`config.mk`:
```
export PLATFORM = sky130hd
export DESIGN_NAME = rob_read_arbiter
export DESIGN_NICKNAME = d
export VERILOG_FILES = /design/src/rtl/rob_read_arbiter.sv
export SDC_FILE = /design/constraint.sdc
export NUM_CORES = 1
export LEC_CHECK = 0
export ABC_AREA = 1
export ABC_CLOCK_PERIOD_IN_PS = 2600
export CORE_MARGIN = 10
export CORE_UTILIZATION = 39
export CTS_CLUSTER_DIAMETER = 50
export DETAILED_ROUTE_END_ITERATION = 6
export PLACE_DENSITY_LB_ADDON = 0.25
export SETUP_SLACK_MARGIN = 0.15
export SLEW_MARGIN = 10
export SYNTH_ARGS = -nofsm -noshare
export SYNTH_HDL_FRONTEND = slang
export SYNTH_SLANG_ARGS = --single-unit
```
`constraint.sdc`:
```
create_clock -name clk -period 2.6 [get_ports clk]
set_clock_uncertainty 0.2 [all_clocks]
set_input_delay 0.78 -clock clk [delete_from_list [all_inputs] [get_ports clk]]
set_output_delay 0.78 -clock clk [all_outputs]
set_load 0.01 [all_outputs]
```
`src/rtl/rob_read_arbiter.sv`:
```
// Two-requester read arbiter in front of the reorder_buffer AR/R slave port.
// Round-robin AR grant into a registered AR stage, ID tagging, R routing by tag, per-requester throttling.
module rob_read_arbiter #(
  parameter int DATA_WIDTH      = 8,
  parameter int ID_WIDTH        = 3,
  parameter int MAX_OUTSTANDING = 4
) (
  input  logic                  clk,
  input  logic                  rst_n,
  input  logic [ID_WIDTH-1:0]   s0_arid_i,
  input  logic                  s0_arvalid_i,
  output logic                  s0_arready_o,
  output logic [DATA_WIDTH-1:0] s0_rdata_o,
  output logic [ID_WIDTH-1:0]   s0_rid_o,
  output logic                  s0_rvalid_o,
  input  logic                  s0_rready_i,
  input  logic [ID_WIDTH-1:0]   s1_arid_i,
  input  logic                  s1_arvalid_i,
  output logic                  s1_arready_o,
  output logic [DATA_WIDTH-1:0] s1_rdata_o,
  output logic [ID_WIDTH-1:0]   s1_rid_o,
  output logic                  s1_rvalid_o,
  input  logic                  s1_rready_i,
  output logic [ID_WIDTH:0]     m_arid_o,
  output logic                  m_arvalid_o,
  input  logic                  m_arready_i,
  input  logic [DATA_WIDTH-1:0] m_rdata_i,
  input  logic [ID_WIDTH:0]     m_rid_i,
  input  logic                  m_rvalid_i,
  output logic                  m_rready_o
);

  // Handshakes are valid/ready: a transfer happens on a rising clk edge where both are high;
  // a held valid keeps its payload stable until ready.
  localparam logic [3:0] MAX_CNT = 4'(MAX_OUTSTANDING);

  logic                m_arvalid_q, m_arvalid_d;
  logic [ID_WIDTH:0]   m_arid_q, m_arid_d;
  logic                last_grant_q, last_grant_d;
  logic [3:0]          cnt0_q, cnt0_d, cnt1_q, cnt1_d;
  logic                slot_free, elig0, elig1, grant0, grant1;
  logic                accept0, accept1, r_sel, r_hs0, r_hs1;

  function automatic logic [3:0] cnt_next(input logic [3:0] cnt, input logic inc, input logic dec);
    logic [3:0] res;
    res = cnt;
    if (inc && !dec) res = cnt + 4'd1;
    else if (dec && !inc && cnt != 4'd0) res = cnt - 4'd1;
    return res;
  endfunction

  assign slot_free = !m_arvalid_q || m_arready_i;
  assign elig0     = s0_arvalid_i && (cnt0_q < MAX_CNT);
  assign elig1     = s1_arvalid_i && (cnt1_q < MAX_CNT);

  // On contention the requester that did not win last time goes first.
  always_comb begin
    grant0 = 1'b0;
    grant1 = 1'b0;
    if (slot_free) begin
      if (elig0 && elig1) begin
        grant0 = last_grant_q;
        grant1 = !last_grant_q;
      end else begin
        grant0 = elig0;
        grant1 = elig1;
      end
    end
  end

  assign s0_arready_o = grant0;
  assign s1_arready_o = grant1;
  assign accept0      = s0_arvalid_i && s0_arready_o;
  assign accept1      = s1_arvalid_i && s1_arready_o;

  always_comb begin
    m_arvalid_d  = m_arvalid_q;
    m_arid_d     = m_arid_q;
    last_grant_d = last_grant_q;
    if (accept0) begin
      m_arvalid_d  = 1'b1;
      m_arid_d     = {1'b0, s0_arid_i};
      last_grant_d = 1'b0;
    end else if (accept1) begin
      m_arvalid_d  = 1'b1;
      m_arid_d     = {1'b1, s1_arid_i};
      last_grant_d = 1'b1;
    end else if (m_arready_i) begin
      m_arvalid_d  = 1'b0;
    end
  end

  // R path is purely combinational; the tag bit selects the requester.
  assign r_sel       = m_rid_i[ID_WIDTH];
  assign s0_rvalid_o = m_rvalid_i && !r_sel;
  assign s1_rvalid_o = m_rvalid_i && r_sel;
  assign m_rready_o  = r_sel ? s1_rready_i : s0_rready_i;
  assign s0_rdata_o  = m_rdata_i;
  assign s1_rdata_o  = m_rdata_i;
  assign s0_rid_o    = m_rid_i[ID_WIDTH-1:0];
  assign s1_rid_o    = m_rid_i[ID_WIDTH-1:0];
  assign r_hs0       = s0_rvalid_o && s0_rready_i;
  assign r_hs1       = s1_rvalid_o && s1_rready_i;

  assign cnt0_d = cnt_next(cnt0_q, accept0, r_hs0);
  assign cnt1_d = cnt_next(cnt1_q, accept1, r_hs1);

  always_ff @(posedge clk or negedge rst_n) begin
    if (!rst_n) begin
      m_arvalid_q  <= 1'b0;
      m_arid_q     <= '0;
      last_grant_q <= 1'b1;
      cnt0_q       <= 4'd0;
      cnt1_q       <= 4'd0;
    end else begin
      m_arvalid_q  <= m_arvalid_d;
      m_arid_q     <= m_arid_d;
      last_grant_q <= last_grant_d;
      cnt0_q       <= cnt0_d;
      cnt1_q       <= cnt1_d;
    end
  end

  assign m_arvalid_o = m_arvalid_q;
  assign m_arid_o    = m_arid_q;

endmodule

```
# --- Yosys cells after proc, flatten, opt, wreduce, memory -nomap -nowiden ---
# Cells that the tools add are included.
word_totals:
  regBits: 14
  word_cells: 56
classes:
  addsub: 4
  order_cmp: 2
  n_mux: 16
  reduce_logical: 29
ops:
  columns: ["operator", "count"]
  rows:
  - ["4-bit 2-to-1 mux", 6]
  - ["1-bit logical AND", 15]
  - ["1-bit 2-to-1 mux", 10]
  - ["4-bit by 1-bit adder with 4-bit output, second input constant", 2]
  - ["4-bit by 3-bit less-than comparator with 1-bit output, second input constant", 2]
  - ["4-bit nonzero test", 2]
  - ["4-bit by 1-bit subtractor with 4-bit output, second input constant", 2]
  - ["1-bit logical NOT", 7]
  - ["2-bit nonzero test", 3]
  - ["3-bit nonzero test", 1]
  - ["1-bit logical OR", 1]

# --- Logic depth before layout (Yosys ltp) ---
logic_depth:
  ltp_word: 11
  depth_mapped: 13

# --- Worst setup path before layout ---
# No wires, ideal clock.
synth_path:
  kind: "input-to-output"
  from: "input m_arready_i"
  to: "output s0_arready_o"
  arrival_ps: 1230
  slack_ps: 390
  path_stages: 4
  n_path_buf: 0
  cell_sequence: "nor2_2 -> nor2_4 -> nand2_2 -> inv_1"
synth_via:
  elab_chain_cells: 2
synth_rtl:
  columns: ["element", "line", "rtl"]
  rows:
  - ["from (decl)", "26", "input logic m_arready_i,"]
  - ["1-bit logical OR", "52", "assign slot_free = !m_arvalid_q || m_arready_i;"]
  - ["1-bit 2-to-1 mux", "60", "if (slot_free) begin"]
  - ["to (decl)", "12", "output logic s0_arready_o,"]
# No other way between the ends.

# --- Worst setup path after layout ---
layout_path:
  from: "input s1_arvalid_i"
  to: "output s1_arready_o"
layout_via:
  elab_chain_cells: 4
layout_rtl:
  columns: ["element", "line", "rtl"]
  rows:
  - ["from (decl)", "18", "input logic s1_arvalid_i,"]
  - ["1-bit logical AND (*)", "54", "assign elig1 = s1_arvalid_i && (cnt1_q < MAX_CNT);"]
  - ["1-bit logical AND", "61", "if (elig0 && elig1) begin"]
  - ["1-bit 2-to-1 mux (*)", "61", null]
  - ["1-bit 2-to-1 mux (*)", "60", null]
  - ["to (decl)", "19", "output logic s1_arready_o,"]
# Mark *: on every way between the ends. The rest lies on a longest branch, timed or not.

==> metrics.txt <==
mux cell area share after synthesis=0; Die Y-Extent=72.22 um; vias per inst=4.581; H-Tree Depth=1; largest net degree at the start of global routing=15; fmax=411.5 MHz; count of buffers from port buffering=24; I/O pins=58; Post-Synth Adder-Cell Area=0.08471; CTS max path bufs=2; global-route wire length before repair=4167 um; compound-gate portion of the synthesized area=0.02824; Hold Buf Count CTS=0; Crit. End Element=output port; fin nets=194; Syn Area/Cell=7.878 sq um; Min Clock Period, post-route=2430 ps; CTS buffer count=3; global route total overflow=0; Yosys cell types=18; Fillers=250; total number of vias=875; Leak Pwr=0.7080 nW; register area share after synthesis=0.3306; die area=5216 sq um; xor and xnor area share after synthesis=0.03294; crit path DAT=1450 ps; MaxCap Viol Count=0; Wirelength per Cell=12.61 um; Initial DRT Pass Iterations=4; RePlAce Congestion=0.8002; die width=72.22 um; initial drt markers=34; insertion delay to the later sink of the worst-skew pair=290 ps; Post-DP HPWL=2077 um; vias in the first global route=915; Mapped Cells=135; Cell Pwr Density=977.8 nW/um^2; commonest non-fill, non-tap cells in the layout=29 x nand2_1, 20 x buf_4, 18 x nand3_1, 15 x inv_1, 13 x dfrtp_1; Total Routed Length=2409 um; synth warn=0; relative slew slack=0.8405; clk slew on worst S/H paths=80 ps; endpoints failing setup=0; Max VDD drop=552.4 uV; # DRC=0; RSZ-0062 raised after global routing=true; top post-synthesis cells by area=dfrtp_1 31%, buf_4 16%, nand2_1 11%; Seq cells post-synth=14; status=finished clean; initial antenna violation count=0; Net Count, Synth=167; CTS tree=yes; area leader, netlist=dfrtp_1; CP required=1620 ps; post-synth top area share=0.3059; row count=18; gr usage total=0.09593; CP max FO=4; diode count=0; final hold viol count=0; Layout area overhead=26.59%; CTS root buf=clkbuf_4; clock tree sinks=14; Synth Cell Area=1064 sq um; Placeable Area=2545 sq um; startpoint types=input port; Hold Path Class=register to register; area of the multi-input gates=494.2 sq um; storage element area=351.6 sq um; final max-slew violation count=0; main combinational cell family by area after synthesis=simple AND/OR/NAND/NOR gates; Total Power=1.316 mW; simple-gate portion of the synthesized area=0.3118; share of cells above drive strength 1=0.2919; final period utilization=0.9347; initial core utilization=0.4179; final core occ=0.5290; commonest non-fill, non-tap cell in the layout=nand2_1; Worst-Margin Slew=239.2 ps; R2R setup slack=460 ps; antenna-violating nets left=0; kind of critical path=input port to output port; post-CTS setup buffers=0
## synthesized netlist by cell type
master   instances
nand2_1         30
buf_4           22
nand3_1         18
inv_1           16
dfrtp_1         13
nand2_2          5
nor2_1           5
a21oi_1          4
ha_1             4
nor2_2           4
fa_1             2
nand2_4          2
nand3_2          2
o21ai_0          2
xnor2_1          2
xor2_1           2
dfstp_2          1
nor2_4           1
## worst paths after layout
| check | startpoint | end | cells after the start |
|---|---|---|---|
| worst max-delay path | s1_arvalid_i | s1_arready_o | 6 |
| worst min register to register | m_arid_o[1] | m_arid_o[1] | 2 |
| max in group asynchronous | rst_n | last_grant_q | 2 |
| min in group asynchronous | rst_n | m_arid_o[3] | 2 |
| worst max register to register | cnt1_q[3] | cnt1_q[3] | 14 |
| worst min-delay path | m_arid_o[1] | m_arid_o[1] | 2 |
## layout make-up
cell class / count / share of cell area
inverters: 16 / 0.04461
flip-flops and latches: 14 / 0.2612
clock buffers: 4 / 0.02695
multi-input cells: 83 / 0.3671
repair buffers: 44 / 0.2723
well taps: 30 / 0.02788
## through the flow
step / worst slack, ps / std cells / instance area [sq um] / setup TNS, ps / hold WS, ps
2_1_floorplan: 390.2 / 135 / 1064 / 0 / 284.0
3_3_place_gp: -566.2 / 187 / 1326 / -3209 / 265.7
3_5_place_dp: -566.1 / 187 / 1326 / -3477 / 275.6
4_1_cts: 120.4 / 191 / 1344 / 0 / 297.3
5_1_grt: 109.3 / 191 / 1346 / 0 / 328.3
6_report: 169.8 / 191 / 1346 / 0 / 295.3
## power by group
part / internal (mW) / switching, mW
clock network: 0.0853 / 0.0766
logic: 0.362 / 0.359
registers: 0.333 / 0.101
## per-layer routing
metal  up-vias  wire, um  track usage
met4         0         9     0.008602
met2        12      1277       0.1769
met1       410       953      0.09698
li1        451         -            -
met5         -         0            0
met3         2       168      0.04898
## timing repair
item | 4_1_cts | 5_1_grt
pin swaps | 2 | 1
setup endpoints to repair | 10 | 4
gates resized for setup | 30 | 3
## state kept, by name (all words and copies together), names as in the netlist
signal and count:
cnt0_q 4, cnt1_q 4, m_arid_o 4, last_grant_q 1, m_arvalid_o 1
## worst max-delay path, cell delays in order
cell and delay [ps]:
dlygate4sd2_1 230, nand2_1 70, nor2_2 110, nand2_2 70
inv_2 80, buf_6 100
## cells by family after synthesis
group | after synthesis
buffers and inverters | 38
and+or+nand+nor | 67
xor gates and xnor gates | 4
adders and majority gates | 6
AOI/OAI and AO/OA | 6
DFF | 14
(Power assumes the default switching activity.)
